--- src/rtl/conv_pkg.sv ---
// ============================================================================
// Module      : conv_pkg
// Description : Shared geometry, pixel type and window-fetch FSM encoding for
//               the Conv datapath, its window feeder and output collector.
// Revision    : 1.0 - initial release
// ============================================================================
`default_nettype none

package conv_pkg;

  localparam int IMG_W = 8;                // image width in pixels
  localparam int IMG_H = 8;                // image height in pixels
  localparam int K     = 3;                // kernel size (K x K window)
  localparam int DW    = 8;                // pixel width, signed Q1.7
  localparam int AW    = 6;                // image RAM address width
  localparam int OUT_W = IMG_W - K + 1;    // windows per output row
  localparam int OUT_N = 36;               // windows per frame

  typedef enum logic [2:0] {
    ST_IDLE = 3'd0,
    ST_FILL = 3'd1,
    ST_EMIT = 3'd2,
    ST_LOAD = 3'd3,
    ST_DONE = 3'd4
  } state_t;

  typedef logic signed [DW-1:0] pixel_t;

endpackage

`default_nettype wire

--- src/rtl/conv_window_fetch_row_buffer.sv ---
// ============================================================================
// Module      : conv_row_buffer
// Description : K rows of IMG_W pixels. Supports a one-row upward shift,
//               single-pixel indexed writes and a combinational K x K window
//               read starting at a given column.
// Revision    : 1.0 - initial release
// ============================================================================
`default_nettype none

module conv_row_buffer
  import conv_pkg::*;
(
  input  logic              clk,
  input  logic              rst_n,
  input  logic              shift,
  input  logic              wr_en,
  input  logic [1:0]        wr_row,
  input  logic [2:0]        wr_col,
  input  logic [DW-1:0]     wr_data,
  input  logic [2:0]        rd_col,
  output logic [K*K*DW-1:0] window
);

  pixel_t r_buf [K][IMG_W];

  // Row storage: shift drops row 0 and moves the lower rows up; row K-1 keeps
  // its old contents until the refill writes land on it.
  always_ff @(posedge clk or negedge rst_n) begin
    if (!rst_n) begin
      for (int r = 0; r < K; r++) begin
        for (int c = 0; c < IMG_W; c++) begin
          r_buf[r][c] <= '0;
        end
      end
    end else if (shift) begin
      for (int r = 0; r < K - 1; r++) begin
        for (int c = 0; c < IMG_W; c++) begin
          r_buf[r][c] <= r_buf[r+1][c];
        end
      end
    end else if (wr_en) begin
      r_buf[wr_row][wr_col] <= pixel_t'(wr_data);
    end
  end

  // Window element k = r*K + c sits at bits [DW*k +: DW].
  for (genvar r = 0; r < K; r++) begin : g_row
    for (genvar c = 0; c < K; c++) begin : g_col
      logic [2:0] w_col;
      assign w_col = rd_col + 3'(c);
      assign window[(r*K+c)*DW +: DW] = r_buf[r][w_col];
    end
  end

endmodule

`default_nettype wire

--- src/rtl/conv_window_fetch.sv ---
// ============================================================================
// Module      : conv_window_fetch
// Description : Reads an 8x8 image from the single-port image RAM, keeps three
//               rows in a row buffer and streams the 36 3x3 windows in raster
//               order over a valid/ready handshake.
// Revision    : 1.0 - initial release
// ============================================================================
`default_nettype none

module conv_window_fetch
  import conv_pkg::*;
(
  input  logic              clk,
  input  logic              rst_n,
  input  logic              start,
  output logic              busy,
  output logic              done,
  output logic              ram_rd,
  output logic [AW-1:0]     ram_addr,
  input  logic [DW-1:0]     ram_dout,
  output logic              win_valid,
  input  logic              win_ready,
  output logic [K*K*DW-1:0] win_data,
  output logic [5:0]        win_idx,
  output logic              win_last
);

  state_t     r_state;
  logic [2:0] r_out_row;
  logic [2:0] r_out_col;
  logic       r_rd_d;     // RAM data valid this cycle
  logic [4:0] r_addr_d;   // address that produced the current RAM data

  logic       w_xfer;
  logic       w_row_end;
  logic       w_shift;
  logic       w_rd_last;
  logic       w_cap_last;
  logic [1:0] w_wr_row;
  logic [2:0] w_next_base;

  assign w_xfer    = win_valid && win_ready;
  assign w_row_end = w_xfer && (r_out_col == 3'(OUT_W - 1));
  assign w_shift   = (r_state == ST_EMIT) && w_row_end && (r_out_row != 3'(IMG_H - K));

  // FILL streams three whole rows; LOAD streams one row.
  assign w_rd_last  = (r_state == ST_FILL) ? (ram_addr == AW'(K*IMG_W - 1))
                                           : (ram_addr[2:0] == 3'(IMG_W - 1));
  assign w_cap_last = r_rd_d && ((r_state == ST_FILL) ? (r_addr_d == 5'(K*IMG_W - 1))
                                                      : (r_addr_d[2:0] == 3'(IMG_W - 1)));

  // During FILL the row comes from the address; refills always land in the bottom row.
  assign w_wr_row    = (r_state == ST_FILL) ? r_addr_d[4:3] : 2'(K - 1);
  // Bottom row of the next band is image row (out_row + 1) + 2.
  assign w_next_base = r_out_row + 3'd3;

  assign win_last = win_valid && (win_idx == 6'(OUT_N - 1));

  conv_row_buffer u_row_buffer (
    .clk     (clk),
    .rst_n   (rst_n),
    .shift   (w_shift),
    .wr_en   (r_rd_d),
    .wr_row  (w_wr_row),
    .wr_col  (r_addr_d[2:0]),
    .wr_data (ram_dout),
    .rd_col  (r_out_col),
    .window  (win_data)
  );

  // Frame sequencer: read generation, window handshake and status outputs.
  always_ff @(posedge clk or negedge rst_n) begin
    if (!rst_n) begin
      r_state   <= ST_IDLE;
      r_out_row <= '0;
      r_out_col <= '0;
      r_rd_d    <= 1'b0;
      r_addr_d  <= '0;
      busy      <= 1'b0;
      done      <= 1'b0;
      ram_rd    <= 1'b0;
      ram_addr  <= '0;
      win_valid <= 1'b0;
      win_idx   <= '0;
    end else begin
      r_rd_d   <= ram_rd;
      r_addr_d <= ram_addr[4:0];
      done     <= 1'b0;
      case (r_state)
        ST_IDLE: begin
          if (start) begin
            r_state   <= ST_FILL;
            busy      <= 1'b1;
            ram_rd    <= 1'b1;
            ram_addr  <= '0;
            win_idx   <= '0;
            r_out_row <= '0;
            r_out_col <= '0;
          end
        end
        ST_FILL, ST_LOAD: begin
          if (ram_rd) begin
            if (w_rd_last) begin
              ram_rd   <= 1'b0;
              ram_addr <= '0;
            end else begin
              ram_addr <= ram_addr + AW'(1);
            end
          end
          if (w_cap_last) begin
            r_state   <= ST_EMIT;
            win_valid <= 1'b1;
            r_out_col <= '0;
          end
        end
        ST_EMIT: begin
          if (w_xfer) begin
            if (w_row_end) begin
              win_valid <= 1'b0;
              r_out_col <= '0;
              if (r_out_row == 3'(IMG_H - K)) begin
                r_state   <= ST_DONE;
                done      <= 1'b1;
                busy      <= 1'b0;
                win_idx   <= '0;
                r_out_row <= '0;
              end else begin
                r_state   <= ST_LOAD;
                r_out_row <= r_out_row + 3'd1;
                ram_rd    <= 1'b1;
                ram_addr  <= {w_next_base, 3'b000};
                win_idx   <= win_idx + 6'd1;
              end
            end else begin
              r_out_col <= r_out_col + 3'd1;
              win_idx   <= win_idx + 6'd1;
            end
          end
        end
        ST_DONE: begin
          r_state <= ST_IDLE;
        end
        default: begin
          r_state <= ST_IDLE;
        end
      endcase
    end
  end

endmodule

`default_nettype wire

--- config.mk ---
export PLATFORM = sky130hd
export DESIGN_NAME = conv_window_fetch
export DESIGN_NICKNAME = d
export VERILOG_FILES = /design/src/rtl/conv_pkg.sv /design/src/rtl/conv_window_fetch_row_buffer.sv /design/src/rtl/conv_window_fetch.sv
export SDC_FILE = /design/constraint.sdc
export NUM_CORES = 1
export LEC_CHECK = 0
export ABC_AREA = 0
export CAP_MARGIN = 20
export CORE_MARGIN = 1.5
export CORE_UTILIZATION = 35
export CTS_CLUSTER_SIZE = 8
export DETAILED_ROUTE_END_ITERATION = 10
export SETUP_SLACK_MARGIN = 0.3
export SLEW_MARGIN = 20
export SYNTH_ARGS = -nofsm -noshare
export SYNTH_HDL_FRONTEND = slang
export SYNTH_SLANG_ARGS = --single-unit
--- constraint.sdc ---
create_clock -name clk -period 4.75 [get_ports clk]
set_input_delay 0.95 -clock clk [delete_from_list [all_inputs] [get_ports clk]]
set_output_delay 0.95 -clock clk [all_outputs]
set_load 0.02 [all_outputs]
Word-level counts from Yosys, hierarchy flattened
Cells that the tools add are included.

cells by class
  add/subtract/negate cells = 6
  multipliers = 0
  div/mod/pow operators = 0
  magnitude comparators = 7
  equal/unequal tests = 18
  shifts and indexed selects = 0
  multiplexer cells = 82
  bitwise logic cells = 6
  reduce and logical (&&, ||, !) cells = 23

operators by type and width
  operator                                                   number
  binary-select mux 8 bit (select 3 bit)                     9
  bitwise mux 192 bit                                        1
  2-to-1 mux 192 bit                                         1
  2-to-1 mux 8 bit                                           19
  demux 64 bit (select 2 bit)                                1
  2-to-1 mux 128 bit                                         1
  2-to-1 mux 64 bit                                          1
  2-to-1 mux 6 bit                                           9
  2-to-1 mux 3 bit                                           12
  demux 8 bit (select 3 bit)                                 1
  2-to-1 mux 1 bit                                           18
  case mux 3 bit (3 select lines)                            2
  case mux 6 bit (3 select lines)                            1
  greater-or-equal comparator 4 bit (second input constant)  4
  NOT 3 -> 4 bit                                             4
  AND reduction 4 bit                                        4
  adder 6 x 1 -> 6 bit (second input constant)               2
  == test 3 bit (second input constant)                      4
  inequality test 2 bit (second input constant)              6
  case mux 6 bit (2 select lines)                            1
  AND reduction 5 bit                                        2
  logical AND 1 bit                                          8
  adder 3 x 1 -> 3 bit (second input constant)               2
  adder 3 x 2 -> 3 bit (second input constant)               2
  other kinds (23)                                           27

word-level totals
  flip-flop bits (word level) = 223
  latch bits = 0
  bits in writable memories = 0
  memory bits (read-only) = 0
  bits of input ports = 12
  logic and storage cells = 177
  memories = 0

Longest topological paths before layout
  depth after elaboration = 10
  gate-level depth with buffers = 11
  depth with buffers taken out = 6

By module
From an unflattened synthesis, not the netlist that was laid out.

second synthesis, totals
  cell total of the unflattened synthesis = 1290
  area total of the unflattened synthesis = 14378.8 um^2

by module, submodules not included
  module             times used  cells an instance  area an instance (um^2)
  conv_row_buffer    1           1131               12788.5
  conv_window_fetch  1           159                1590.3

Least setup slack after synthesis
Ideal clock, no wire load.

  path type = register to output
  start = register r_out_col[1]
  end = output port win_data[37]
  arrival = 2.662 ns
  data required time = 3.800 ns
  path slack = 1.138 ns
  cell stages (with the launch flop) = 9
  path buffers = 4
  path through = dfrtp_1 clkbuf_1 inv_2 buf_2 ha_1 buf_1 clkbuf_1 mux4_2 mux2_2

on the way
  cells in the longest elaborated chain, start to end = 5

ends and longest elaborated chain
  element                                               line                                text
  start: declaration                                    conv_window_fetch.sv:30             logic [2:0] r_out_col;
  start signal: assignment                              conv_window_fetch.sv:135            r_out_col <= r_out_col + 3'd1;
  adder 3 x 1 -> 3 bit                                  conv_window_fetch_row_buffer.sv:50  assign w_col = rd_col + 3'(c);
  NOT 3 -> 4 bit (implied by the code)                  conv_window_fetch_row_buffer.sv:51  assign window[(r*K+c)*DW +: DW] = r_buf[r][w_col];
  binary-select mux 8 bit (select 3 bit)                conv_window_fetch_row_buffer.sv:51
  2-to-1 mux 8 bit (implied by the code) (2 in series)  conv_window_fetch_row_buffer.sv:51
  end: declaration                                      conv_window_fetch.sv:23             output logic [K*K*DW-1:0] win_data,

No other way between the ends. The select of a mux whose other input is x is not followed.

Worst setup path after layout
  start = register r_out_col[1]
  end = output port win_data[33]

Same word-level chain as after synthesis.

==> impl_metrics.env <==
export IMPL_initial_core_util_pct=35.6
export IMPL_cp_arrival_ps=3250
export IMPL_cts_setup_buffers=0
export IMPL_multi_input_area_sq_mm=0.00812
export IMPL_critPathKind="flop to primary output"
export IMPL_drtIter0Drc=786
export IMPL_gp_congestion=0.833
export IMPL_n_fill_cell=3708
export IMPL_min_path_cells=0
export IMPL_synthTopCellsByCount="223 x dfrtp_1, 131 x mux2_2, 110 x a21oi_1, 110 x nor2_1, 96 x mux4_2"
export IMPL_final_setup_tns_ps=0
export IMPL_cts_max_level=1
export IMPL_layout_setup_ws_ps=549
export IMPL_fin_crit_ps=4200
export IMPL_clock_sinks=223
export IMPL_finalHoldViolations=0
export IMPL_synth_top_area_cell="dfrtp_1"
export IMPL_port_buffers=100
export IMPL_p_total_w=0.00431
export IMPL_first_pass_iters=5
export IMPL_ctsLongestPathBuffers=3
export IMPL_fmax_ghz=0.238
export IMPL_row_count=73
export IMPL_min_period_over_period_pct=88.4
export IMPL_dieArea_sq_mm=0.0418
export IMPL_synth_seq_cells=223
export IMPL_num_vias=9983
export IMPL_wl_per_cell_um=23.1
export IMPL_power_density_mw_per_mm2=262
export IMPL_grt_pass1_vias=9874
export IMPL_synth_edff_count=0
export IMPL_hp_start="ram_rd"
export IMPL_tritoncts="yes"
export IMPL_crit_required_ps=3800
export IMPL_die_height_um=204
export IMPL_synthCells=1174
export IMPL_route_detailed_drc=0
export IMPL_leakagePower_nw=6.60
export IMPL_wirelength_mm=40.4
export IMPL_end_kind="primary output"
export IMPL_max_cap_violations=0
export IMPL_grt_max_degree=125
export IMPL_slew_headroom_pct=24.6
export IMPL_synth_most_common_cell="dfrtp_1"
export IMPL_tightest_slew_ps=1130
export IMPL_viasPerCell=5.70
export IMPL_syn_area_per_cell_sq_um=12.1
export IMPL_numCtsBuffers=31
export IMPL_nNetsFinal=1246
export IMPL_ys_warn_count=0
export IMPL_gr_total_overflow=0
export IMPL_final_setup_viol_count=0
export IMPL_crit_path_start_kind="flop"
export IMPL_max_vdd_ir_drop_mv=0.269
export IMPL_outcome="finished clean"
export IMPL_clk_pin_slew_worst_paths_ps=50
export IMPL_synth_area_top_cells="dfrtp_1 39%, mux4_2 15%, mux2_2 10%"
export IMPL_synthesis_area_sq_mm=0.0142
export IMPL_clk_latency_ps=560
export IMPL_path_max_fanout=49
export IMPL_place_inst=1717
export IMPL_instances_no_fill=1752
export IMPL_hold_buffers=0
export IMPL_hold_slack_ps=443
export IMPL_dp_hpwl_mm=28.0
export IMPL_num_antenna_cells=0
export IMPL_regArea_sq_mm=0.00559
export IMPL_synthArstFlopShare_pct=100
export IMPL_grt_pass1_wl_mm=62.5
export IMPL_cts_resized=0
export IMPL_drive_gt1_share_pct=30.2
export IMPL_synth_net_count=1195
export IMPL_slew_viol_final=0
export IMPL_ys_types=61
export IMPL_grt_antenna_before_repair=0
export IMPL_ioPinCount=101
export IMPL_ant_nets=0
export IMPL_rsz0062_at_grt="no"
export IMPL_worstHoldPathType="flop to flop"
export IMPL_clock_root_buffer="clkbuf_16"
export IMPL_area_delta_synth_final_pct=15.8
export IMPL_yosysSeqAreaShare_pct=39.3
export IMPL_reg2reg_from="r_out_col[2]"
export IMPL_die_w_um=204
export IMPL_crit_path_start="r_out_col[1]"
export IMPL_synth_top_area_share_pct=39.3
export IMPL_core_area_sq_mm=0.0399
export IMPL_rr_endpoint="u_row_buffer.r_buf[76]"
export IMPL_worstRegToRegCells=6
export IMPL_skew_ps=12.6
export IMPL_min_to="r_rd_d"
export IMPL_ys_flop_type="dfrtp_1"
export IMPL_reg2reg_slack_ps=1830
export IMPL_place_ws_ps=1130
export IMPL_track_usage_pct=19.5
-- state kept, by name, summed over array words and instances (netlist names) --
register,cells
win_idx,6
done,1
ram_addr,6
win_valid,1
busy,1
r_rd_d,1
u_row_buffer.r_buf,192
ram_rd,1
r_state,3
r_out_col,3
r_addr_d,5
r_out_row,3
-- worst max path at each step --
stage / end / slack (ps) / cells after the start
floorplan: win_data[37] / 1140 / 8
global placement: win_data[38] / 1150 / 5
detailed placement: win_data[14] / 1130 / 5
CTS: win_data[56] / 530 / 5
global route: win_data[14] / 450 / 5
finish: win_data[33] / 550 / 7
-- stage by stage --
stage	utilization, %	instance area (sq um)
2_1_floorplan	-	14200
3_3_place_gp	39.2	15600
3_5_place_dp	39.2	15600
4_1_cts	41.2	16400
5_1_grt	41.2	16400
6_report	41.2	16400
-- layer usage --
metal / track usage, % / share of wire (%) / vias to the layer above / wire (um)
li1: - / - / 4504 / -
met1: 30.3 / 49 / 5063 / 19600
met2: 27.8 / 43 / 355 / 17400
met3: 2.30 / 5.6 / 61 / 2270
met4: 6.33 / 2.7 / 0 / 1090
met5: 0 / 0 / - / 0
-- report_power, final --
part	internal, W	switching, W
Clock	0.00115	0.000797
Sequential	0.00196	0.0000811
Combinational	0.000165	0.000158
-- layout make-up --
cell class / instances / share of cell area, %
clock buffers: 34 / 4.79
clock inverters: 1 / 0.122
inverters: 12 / 0.274
multi-input cells: 837 / 49.4
flip-flops and latches: 223 / 34.0
well taps: 525 / 4.00
repair buffers: 120 / 7.42
-- kinds of logic (layout without fill, tap and decap cells) --
family	Yosys count	in the layout	share of synthesized area (%)
mux	376	376	38.1
simple gates	268	268	10.4
flops	223	223	39.3
compound gates	180	180	7.41
buf+inv	114	167	3.72
fa+ha+maj	9	9	0.794
xor+xnor	4	4	0.247
-- placed cells by master (no fill, tap or decap), drive strengths merged, types with 6 or more instances in the layout --
cell           Yosys  final
mux2             187    187
inv               12     13
nor2             110    110
nand2             58     58
clkdlybuf4s50      0     99
a21oi            110    110
clkbuf            60     34
mux4              96     96
nor3              11     11
ha                 9      9
nand3             37     37
nor4               8      8
o211ai            31     31
mux2i             93     93
buf               42     21
or4                6      6
o21ai             19     19
dfrtp            223    223
-- worst max-delay path, cell delays in order, from the launching register on --
cell	delay, ps
dfrtp_1	380
buf_4	330
inv_2	70
ha_2	360
buf_12	300
mux4_2	350
mux2_2	310
clkdlybuf4s50_1	550
Note: power is estimated with default switching activity, not from simulation.
